<file path="config.mk">
export PLATFORM = sky130hd
export DESIGN_NAME = if_id_fetch_buffer
export DESIGN_NICKNAME = d
export VERILOG_FILES = /design/src/rtl/if_id_fetch_buffer_pkg.sv /design/src/rtl/if_id_fetch_buffer_ctrl.sv /design/src/rtl/if_id_fetch_buffer.sv
export SDC_FILE = /design/constraint.sdc
export NUM_CORES = 1
export LEC_CHECK = 0
export ABC_AREA = 1
export CAP_MARGIN = 20
export CORE_MARGIN = 4
export CORE_UTILIZATION = 41
export CTS_CLUSTER_DIAMETER = 30
export DETAILED_ROUTE_END_ITERATION = 10
export PLACE_DENSITY = 0.6
export SYNTH_ARGS = -nofsm -noshare
export SYNTH_HDL_FRONTEND = slang
export SYNTH_SLANG_ARGS = --single-unit
</file>
<file path="constraint.sdc">
create_clock -name clk -period 5.2 [get_ports clk]
set_input_delay 0.52 -clock clk [delete_from_list [all_inputs] [get_ports clk]]
set_output_delay 0.52 -clock clk [all_outputs]
set_load 0.05 [all_outputs]
</file>
<file path="src/rtl/if_id_fetch_buffer_pkg.sv">
// Shared constants for the IF/ID fetch buffer.
// Each entry is packed as {pc, inst, pred_taken, pred_addr}, MSB to LSB.
package if_id_fetch_buffer_pkg;
    localparam int XLEN = 32;
    localparam int ENTRY_W = 3 * XLEN + 1;
    localparam logic [XLEN-1:0] NOP_INST_DEF = 32'h0000_0013;

    localparam int PRED_ADDR_LSB = 0;
    localparam int PRED_TAKEN_BIT = XLEN;
    localparam int INST_LSB = XLEN + 1;
    localparam int PC_LSB = 2 * XLEN + 1;
endpackage

</file>
<file path="src/rtl/if_id_fetch_buffer_ctrl.sv">
// Pointer/occupancy control for the fetch buffer.
// A flush outranks any push or pop that happens in the same cycle.
module if_id_fetch_buffer_ctrl #(
    parameter int DEPTH = 4,
    parameter int PTR_W = 2
) (
    input  logic             clk,
    input  logic             rst_n,
    input  logic             in_valid,
    input  logic             out_ready,
    input  logic             flush,
    output logic             wr_en,
    output logic [PTR_W-1:0] wr_ptr,
    output logic [PTR_W-1:0] rd_ptr,
    output logic             in_ready,
    output logic             out_valid,
    output logic [PTR_W:0]   count
);
    localparam logic [PTR_W:0] FULL_CNT = (PTR_W+1)'(DEPTH);

    logic [PTR_W-1:0] wr_ptr_q, wr_ptr_d;
    logic [PTR_W-1:0] rd_ptr_q, rd_ptr_d;
    logic [PTR_W:0]   count_q, count_d;
    logic             push, pop;

    assign in_ready  = (count_q != FULL_CNT);
    assign out_valid = (count_q != '0);
    assign push      = in_valid & in_ready;
    assign pop       = out_valid & out_ready;
    assign wr_en     = push & ~flush;
    assign wr_ptr    = wr_ptr_q;
    assign rd_ptr    = rd_ptr_q;
    assign count     = count_q;

    always_comb begin
        wr_ptr_d = wr_ptr_q;
        rd_ptr_d = rd_ptr_q;
        count_d  = count_q;
        if (flush) begin
            wr_ptr_d = '0;
            rd_ptr_d = '0;
            count_d  = '0;
        end else begin
            if (push) wr_ptr_d = wr_ptr_q + 1'b1;
            if (pop)  rd_ptr_d = rd_ptr_q + 1'b1;
            if (push && !pop)      count_d = count_q + 1'b1;
            else if (pop && !push) count_d = count_q - 1'b1;
        end
    end

    always_ff @(posedge clk or negedge rst_n) begin
        if (!rst_n) begin
            wr_ptr_q <= '0;
            rd_ptr_q <= '0;
            count_q  <= '0;
        end else begin
            wr_ptr_q <= wr_ptr_d;
            rd_ptr_q <= rd_ptr_d;
            count_q  <= count_d;
        end
    end

    // Pointer difference aliases to zero when full, so full is excluded.
    a_count_range: assert property (@(posedge clk) disable iff (!rst_n)
        count_q <= FULL_CNT);
    a_count_ptrs: assert property (@(posedge clk) disable iff (!rst_n)
        (count_q == FULL_CNT) || (count_q == {1'b0, PTR_W'(wr_ptr_q - rd_ptr_q)}));
endmodule

</file>
<file path="src/rtl/if_id_fetch_buffer.sv">
// Instruction queue between IF and ID: register-array storage plus a head mux
// that substitutes a NOP on an empty queue.
module if_id_fetch_buffer
    import if_id_fetch_buffer_pkg::*;
#(
    parameter int DEPTH = 4,
    parameter int PTR_W = 2,
    parameter logic [31:0] NOP_INST = NOP_INST_DEF
) (
    input  logic             clk,
    input  logic             rst_n,
    input  logic             in_valid,
    output logic             in_ready,
    input  logic [31:0]      in_pc,
    input  logic [31:0]      in_inst,
    input  logic             in_pred_taken,
    input  logic [31:0]      in_pred_addr,
    output logic             out_valid,
    input  logic             out_ready,
    output logic [31:0]      out_pc,
    output logic [31:0]      out_inst,
    output logic             out_pred_taken,
    output logic [31:0]      out_pred_addr,
    input  logic             flush,
    output logic [PTR_W:0]   count
);
    logic                   wr_en;
    logic [PTR_W-1:0]       wr_ptr, rd_ptr;
    logic [ENTRY_W-1:0]     mem_q [DEPTH];
    logic [ENTRY_W-1:0]     wr_entry;
    logic [ENTRY_W-1:0]     head;

    if_id_fetch_buffer_ctrl #(.DEPTH(DEPTH), .PTR_W(PTR_W)) u_ctrl (
        .clk       (clk),
        .rst_n     (rst_n),
        .in_valid  (in_valid),
        .out_ready (out_ready),
        .flush     (flush),
        .wr_en     (wr_en),
        .wr_ptr    (wr_ptr),
        .rd_ptr    (rd_ptr),
        .in_ready  (in_ready),
        .out_valid (out_valid),
        .count     (count)
    );

    assign wr_entry = {in_pc, in_inst, in_pred_taken, in_pred_addr};

    for (genvar gi = 0; gi < DEPTH; gi++) begin : g_entry
        always_ff @(posedge clk or negedge rst_n) begin
            if (!rst_n)
                mem_q[gi] <= '0;
            else if (wr_en && wr_ptr == PTR_W'(gi))
                mem_q[gi] <= wr_entry;
        end
    end

    assign head = mem_q[rd_ptr];

    always_comb begin
        out_pc         = '0;
        out_inst       = NOP_INST;
        out_pred_taken = 1'b0;
        out_pred_addr  = '0;
        if (out_valid) begin
            out_pc         = head[PC_LSB +: XLEN];
            out_inst       = head[INST_LSB +: XLEN];
            out_pred_taken = head[PRED_TAKEN_BIT];
            out_pred_addr  = head[PRED_ADDR_LSB +: XLEN];
        end
    end
endmodule

</file>
-- Yosys cells after proc, flatten, opt, wreduce, memory -nomap -nowiden
Index checks and enable logic that the tools add are counted.
- add/sub/neg operators: 4
- $lt $le $gt $ge: 1
- eq/ne operators: 4
- mux-type cells: 14
- bitwise operators: 5
- reductions and logical operators: 13
- operators by type and width (cell ; number):
    97-bit binary-select mux with 2-bit select ; 1
    97-bit 2-to-1 mux ; 2
    32-bit 2-to-1 mux ; 3
    3-bit 2-to-1 mux ; 3
    2-bit 2-to-1 mux ; 4
    1-bit logical AND ; 6
    3-bit nonzero test ; 2
    2-bit by 1-bit adder with 2-bit output, second input constant ; 2
    2-bit == test, second input constant ; 2
    2-bit nonzero test ; 2
    3-bit by 1-bit adder with 3-bit output, second input constant ; 1
    1-bit bitwise AND ; 3
    3-bit greater-or-equal comparator, second input constant ; 1
    3-bit != test, second input constant ; 1
    2-bit NOT with 3-bit output ; 1
    3-bit by 1-bit subtractor with 3-bit output, second input constant ; 1
    2-bit by 1-bit == test with 1-bit output, second input constant ; 1
    1-bit zero test ; 2
    2-bit zero test ; 1
    1-bit 2-to-1 mux ; 1
    1-bit NOT ; 1
- flip-flop bits (word level): 395
- bits of input ports: 102
- output and inout port bits: 102
- word-level logic and storage cells: 48

-- Longest topological paths before layout
- depth in word-level cells: 7
- gate-level depth with buffers: 11
- mapped depth without buffers: 11

-- Cells and area by module
Synthesis repeated with hierarchy kept, for this count alone.
- cells, all modules: 2540
- area total of the unflattened synthesis: 19022.0 sq um
- by module, submodules not included (module ; times used ; cells each ; area each (sq um) ; seq. area each (sq um)):
    if_id_fetch_buffer ; 1 ; 2486 ; 18556.5 ; 9709.3
    if_id_fetch_buffer_ctrl ; 1 ; 54 ; 465.4 ; 175.2

-- Least setup slack after synthesis
No wires, ideal clock.
- path kind: reg-to-output
- start: register u_ctrl.count_q[2] (netlist: u_ctrl.count[2])
- end: output port out_inst[10]
- arrival: 2357 ps
- data required time: 4680 ps
- slack: 2323 ps
- stages on the path, launching flop included: 7
- path buffers: 2
- cell sequence: dfrtp_1 > inv_1 > nand2_2 > inv_1 > buf_2 > buf_2 > a21oi_1
- word-level cells in the longest chain between the ends: 2
- ends and longest elaborated chain (element ; RTL line ; source):
    from (decl) ; if_id_fetch_buffer_ctrl.sv:23 ; logic [PTR_W:0] count_q, count_d;
    from (signal assigned) ; if_id_fetch_buffer_ctrl.sv:59 ; count_q <= count_d;
    3-bit nonzero test ; if_id_fetch_buffer_ctrl.sv:27 ; assign out_valid = (count_q != '0);
    net out_valid ; if_id_fetch_buffer.sv:18 ; output logic out_valid,
    32-bit 2-to-1 mux ; if_id_fetch_buffer.sv:65 ; if (out_valid) begin
    to (decl) ; if_id_fetch_buffer.sv:21 ; output logic [31:0] out_inst,
The timed path passes the listed nets, and every way through them passes these cells.

-- Final worst setup path
- start: register u_ctrl.rd_ptr_q[1] (netlist: u_ctrl.rd_ptr[1])
- end: output port out_pred_addr[27]
- word-level cells in the longest chain between the ends: 5
- ends and longest elaborated chain (element ; RTL line ; source):
    from (decl) ; if_id_fetch_buffer_ctrl.sv:22 ; logic [PTR_W-1:0] rd_ptr_q, rd_ptr_d;
    from (signal assigned) ; if_id_fetch_buffer_ctrl.sv:58 ; rd_ptr_q <= rd_ptr_d;
    2-bit NOT with 3-bit output (implied by the code) ; if_id_fetch_buffer.sv:58 ; assign head = mem_q[rd_ptr];
    97-bit binary-select mux with 2-bit select ; if_id_fetch_buffer.sv:58 ;
    97-bit 2-to-1 mux (implied by the code) (2 in series) ; if_id_fetch_buffer.sv:58 ;
    32-bit 2-to-1 mux ; if_id_fetch_buffer.sv:65 ;
    to (decl) ; if_id_fetch_buffer.sv:23 ; output logic [31:0] out_pred_addr,
Every way passes these cells. The select of a mux whose other input is x is not followed.

==> results.toml <==
[timing]
relSlewSlack_pct = 34.9
setup_viol = 0
rsz0062_at_grt = "false"
finalCritPeriodShare_pct = 83.3
fmax_mhz = 231
setup_ws_ns = 0.868
period_needed_ns = 4.33
tightest_slew_ns = 0.977
skew_ns = 0.0187
setup_tns_ns = 0
drv_slew = 0
finalHoldViolCount = 0

[place]
port_buffers = 203
dp_hpwl_um = 27300
routabilityCongestion = 0.787
preCtsSetupSlack_ns = 1.47

[logic_synthesis]
ys_types = 23
yosys-top-cells-count = "nand2_1, dfrtp_1, nor2_1"
async_flop_share_pct = 100
ys_seq_area_share_pct = 54.7
yosys_warnings = 0
synth.area.mux_share_pct = 0
synth_area_per_cell_um2 = 8.36
synthCells = 2163
synth_xor_area_share_pct = 0.0484
synth-compound-area-share_pct = 19.6
ys_top_cells_by_area = "dfrtp_1, nand2_1, o21ai_0"
synth_most_common_cell = "nand2_1"
yosysTopAreaCell = "dfrtp_1"
synth-edff-count = 0
synth_top_family_by_area = "compound AO/OA/AOI/OAI gates"
syn_area_um2 = 18100
synthAdderAreaFrac_pct = 0.387
synth_ff_type = "dfrtp_1"
synthesis.nets = 2270
synth_top_area_share_pct = 54.7
yosys.area_share.simple_pct = 17.2
ys_seq_elements = 395

[floorplan]
coreArea_um2 = 43400
die_y_um = 218
num_rows = 76
start_util_pct = 41.7
io_pins = 204
die_w_um = 218
die_area_um2 = 47500

[route]
drt-total-wl_um = 49400
drc = 0
via_per_inst = 5.11
drt_pass1_iterations = 5
dr_total_vias = 15300
ant_nets = 0
post_drt_wl_per_cell_um = 16.5
drt-initial-drc-count = 1225

[power_and_ir_drop]
p_leak_nw = 10.7
power_density_nw_per_um2 = 749
ir_drop_uv = 398

[clocking]
ctsResizeCount = 0
cts_sinks = 395
cts_buffers = 95
root_buffer = "clkbuf_16"
worst_skew_pair.late_latency_ns = 0.60
cts_setup_buffers = 0
cts_tree = "done"
clockBufferDepth = 3
h-tree-depth = 3
hold_buffers = 0
clkSlewWorstSetupHoldPaths_ns = 0.04

[grt]
grt_overflow_total = 0
grt_pass1_vias = 15600
grt_first_pass_wirelength_um = 80800
grt_max_degree = 137
track_usage_pct = 20.8
antenna_found_initial = 1

[cells_and_area]
fill_cells = 4044
syn_to_final_growth_pct = 29.2
layout-drive-gt1-share_pct = 9.70
multi_input_area_um2 = 6760
seq_area_um2 = 9890
nNetsFinal = 2431

[critical_path]
timing.rr.start = "u_ctrl.count[1]$_DFFE_PN0P_"
end_kind = "output pin"
startpoint = "u_ctrl.rd_ptr[1]$_DFFE_PN0P_"
worstSetupPathType = "flip-flop to output pin"
worstPathRequired_ns = 4.68
start_kind = "flip-flop"
cp_max_fo = 46
arrival_ns = 3.81

[run_status]
status = "finished clean"

[min_path]
hold_class = "input pin to async pin"

[job]
max_cap_viol_count = 0
## final timing paths
check	endpoint	slack, ns	cells after the start
hold / removal	mem_q[47]$_DFFE_PN0P_	0.02	1
hold reg to reg	mem_q[80]$_DFFE_PN0P_	0.47	2
max in group asynchronous	mem_q[384]$_DFFE_PN0P_	3.91	2
setup / recovery	out_pred_addr[27]	0.87	7
min in group clk	mem_q[80]$_DFFE_PN0P_	0.47	2
setup reg to reg	mem_q[67]$_DFFE_PN0P_	2.50	8
## where the power goes
part	switching (mW)	total [mW]	internal, mW
Combinational	4.30	6.44	2.14
Sequential	0.708	5.11	4.40
Clock	1.80	5.94	4.15
## metal layers
| metal | global-route usage [%] | vias to the layer above | routed length, µm |
|---|---|---|---|
| li1 | - | 7402 | - |
| met1 | 27.8 | 7325 | 22300 |
| met2 | 33.4 | 466 | 23000 |
| met3 | 4.96 | 70 | 3100 |
| met4 | 7.01 | 2 | 979 |
| met5 | 0 | - | 13 |
## placed cells by master (no fill, tap or decap)
| cell | count |
|---|---|
| nor2_1 | 378 |
| inv_4 | 2 |
| clkbuf_8 | 17 |
| buf_12 | 5 |
| bufinv_16 | 10 |
| inv_1 | 106 |
| dfrtp_4 | 2 |
| ha_1 | 4 |
| nor2_4 | 1 |
| fa_1 | 1 |
| clkinvlp_4 | 15 |
| clkbuf_16 | 98 |
| clkinv_8 | 1 |
| buf_8 | 1 |
| nand2_2 | 1 |
| clkinv_2 | 23 |
| nand3_4 | 1 |
| nand2_8 | 4 |
| xor2_1 | 1 |
| a21oi_1 | 103 |
| dfrtp_1 | 393 |
| diode_2 | 1 |
| nand2_1 | 417 |
| nand2_4 | 1 |
| inv_6 | 3 |
| clkinv_4 | 4 |
| o21ai_2 | 30 |
| clkdlybuf4s50_1 | 202 |
| o21ai_1 | 261 |
| o21ai_0 | 291 |
| nand3_1 | 6 |
| buf_4 | 14 |
| clkbuf_1 | 7 |
## final cells by class
type / instances / area share, %
Sequential cell: 395 / 42.4
Tap cell: 585 / 3.13
Inverter: 110 / 1.80
Timing Repair Buffer: 222 / 9.60
Multi-Input combinational cell: 1500 / 28.9
Antenna cell: 1 / 0.0107
Clock inverter: 54 / 2.55
Clock buffer: 122 / 11.6
## kinds of logic (layout without fill, tap and decap cells)
| family | after synthesis | count (layout) |
|---|---|---|
| buffers and inverters | 268 | 508 |
| other | 0 | 1 |
| AOI/OAI and AO/OA | 685 | 685 |
| adders and majority gates | 5 | 5 |
| DFF | 395 | 395 |
| and+or+nand+nor | 809 | 809 |
| xor gates and xnor gates | 1 | 1 |
## stage by stage
stage	instance area (µm²)	hold slack [ns]	utilization, %	power [mW]	cells
2_1_floorplan	18100	0.224	-	9.55	2163
3_3_place_gp	20000	0.458	46.2	11.5	2812
3_5_place_dp	20000	0.462	46.2	11.6	2812
4_1_cts	23400	0.0336	53.9	17.6	2988
5_1_grt	23400	0.0852	53.9	18.6	2988
6_report	23400	0.0176	53.9	17.5	2989
## registers in the layout, summed over array words and instances (netlist names)
name,count
u_ctrl.rd_ptr,2
u_ctrl.count,3
mem_q,388
u_ctrl.wr_ptr,2
## critical path, cell delays in order (launching register included)
cell,delay (ns)
dfrtp_4,0.85
clkinv_2,0.37
buf_4,0.38
buf_4,0.29
nor2_1,0.11
o21ai_0,0.08
a21oi_1,0.25
clkdlybuf4s50_1,0.85
No activity file was read; power rests on OpenSTA's default activity.
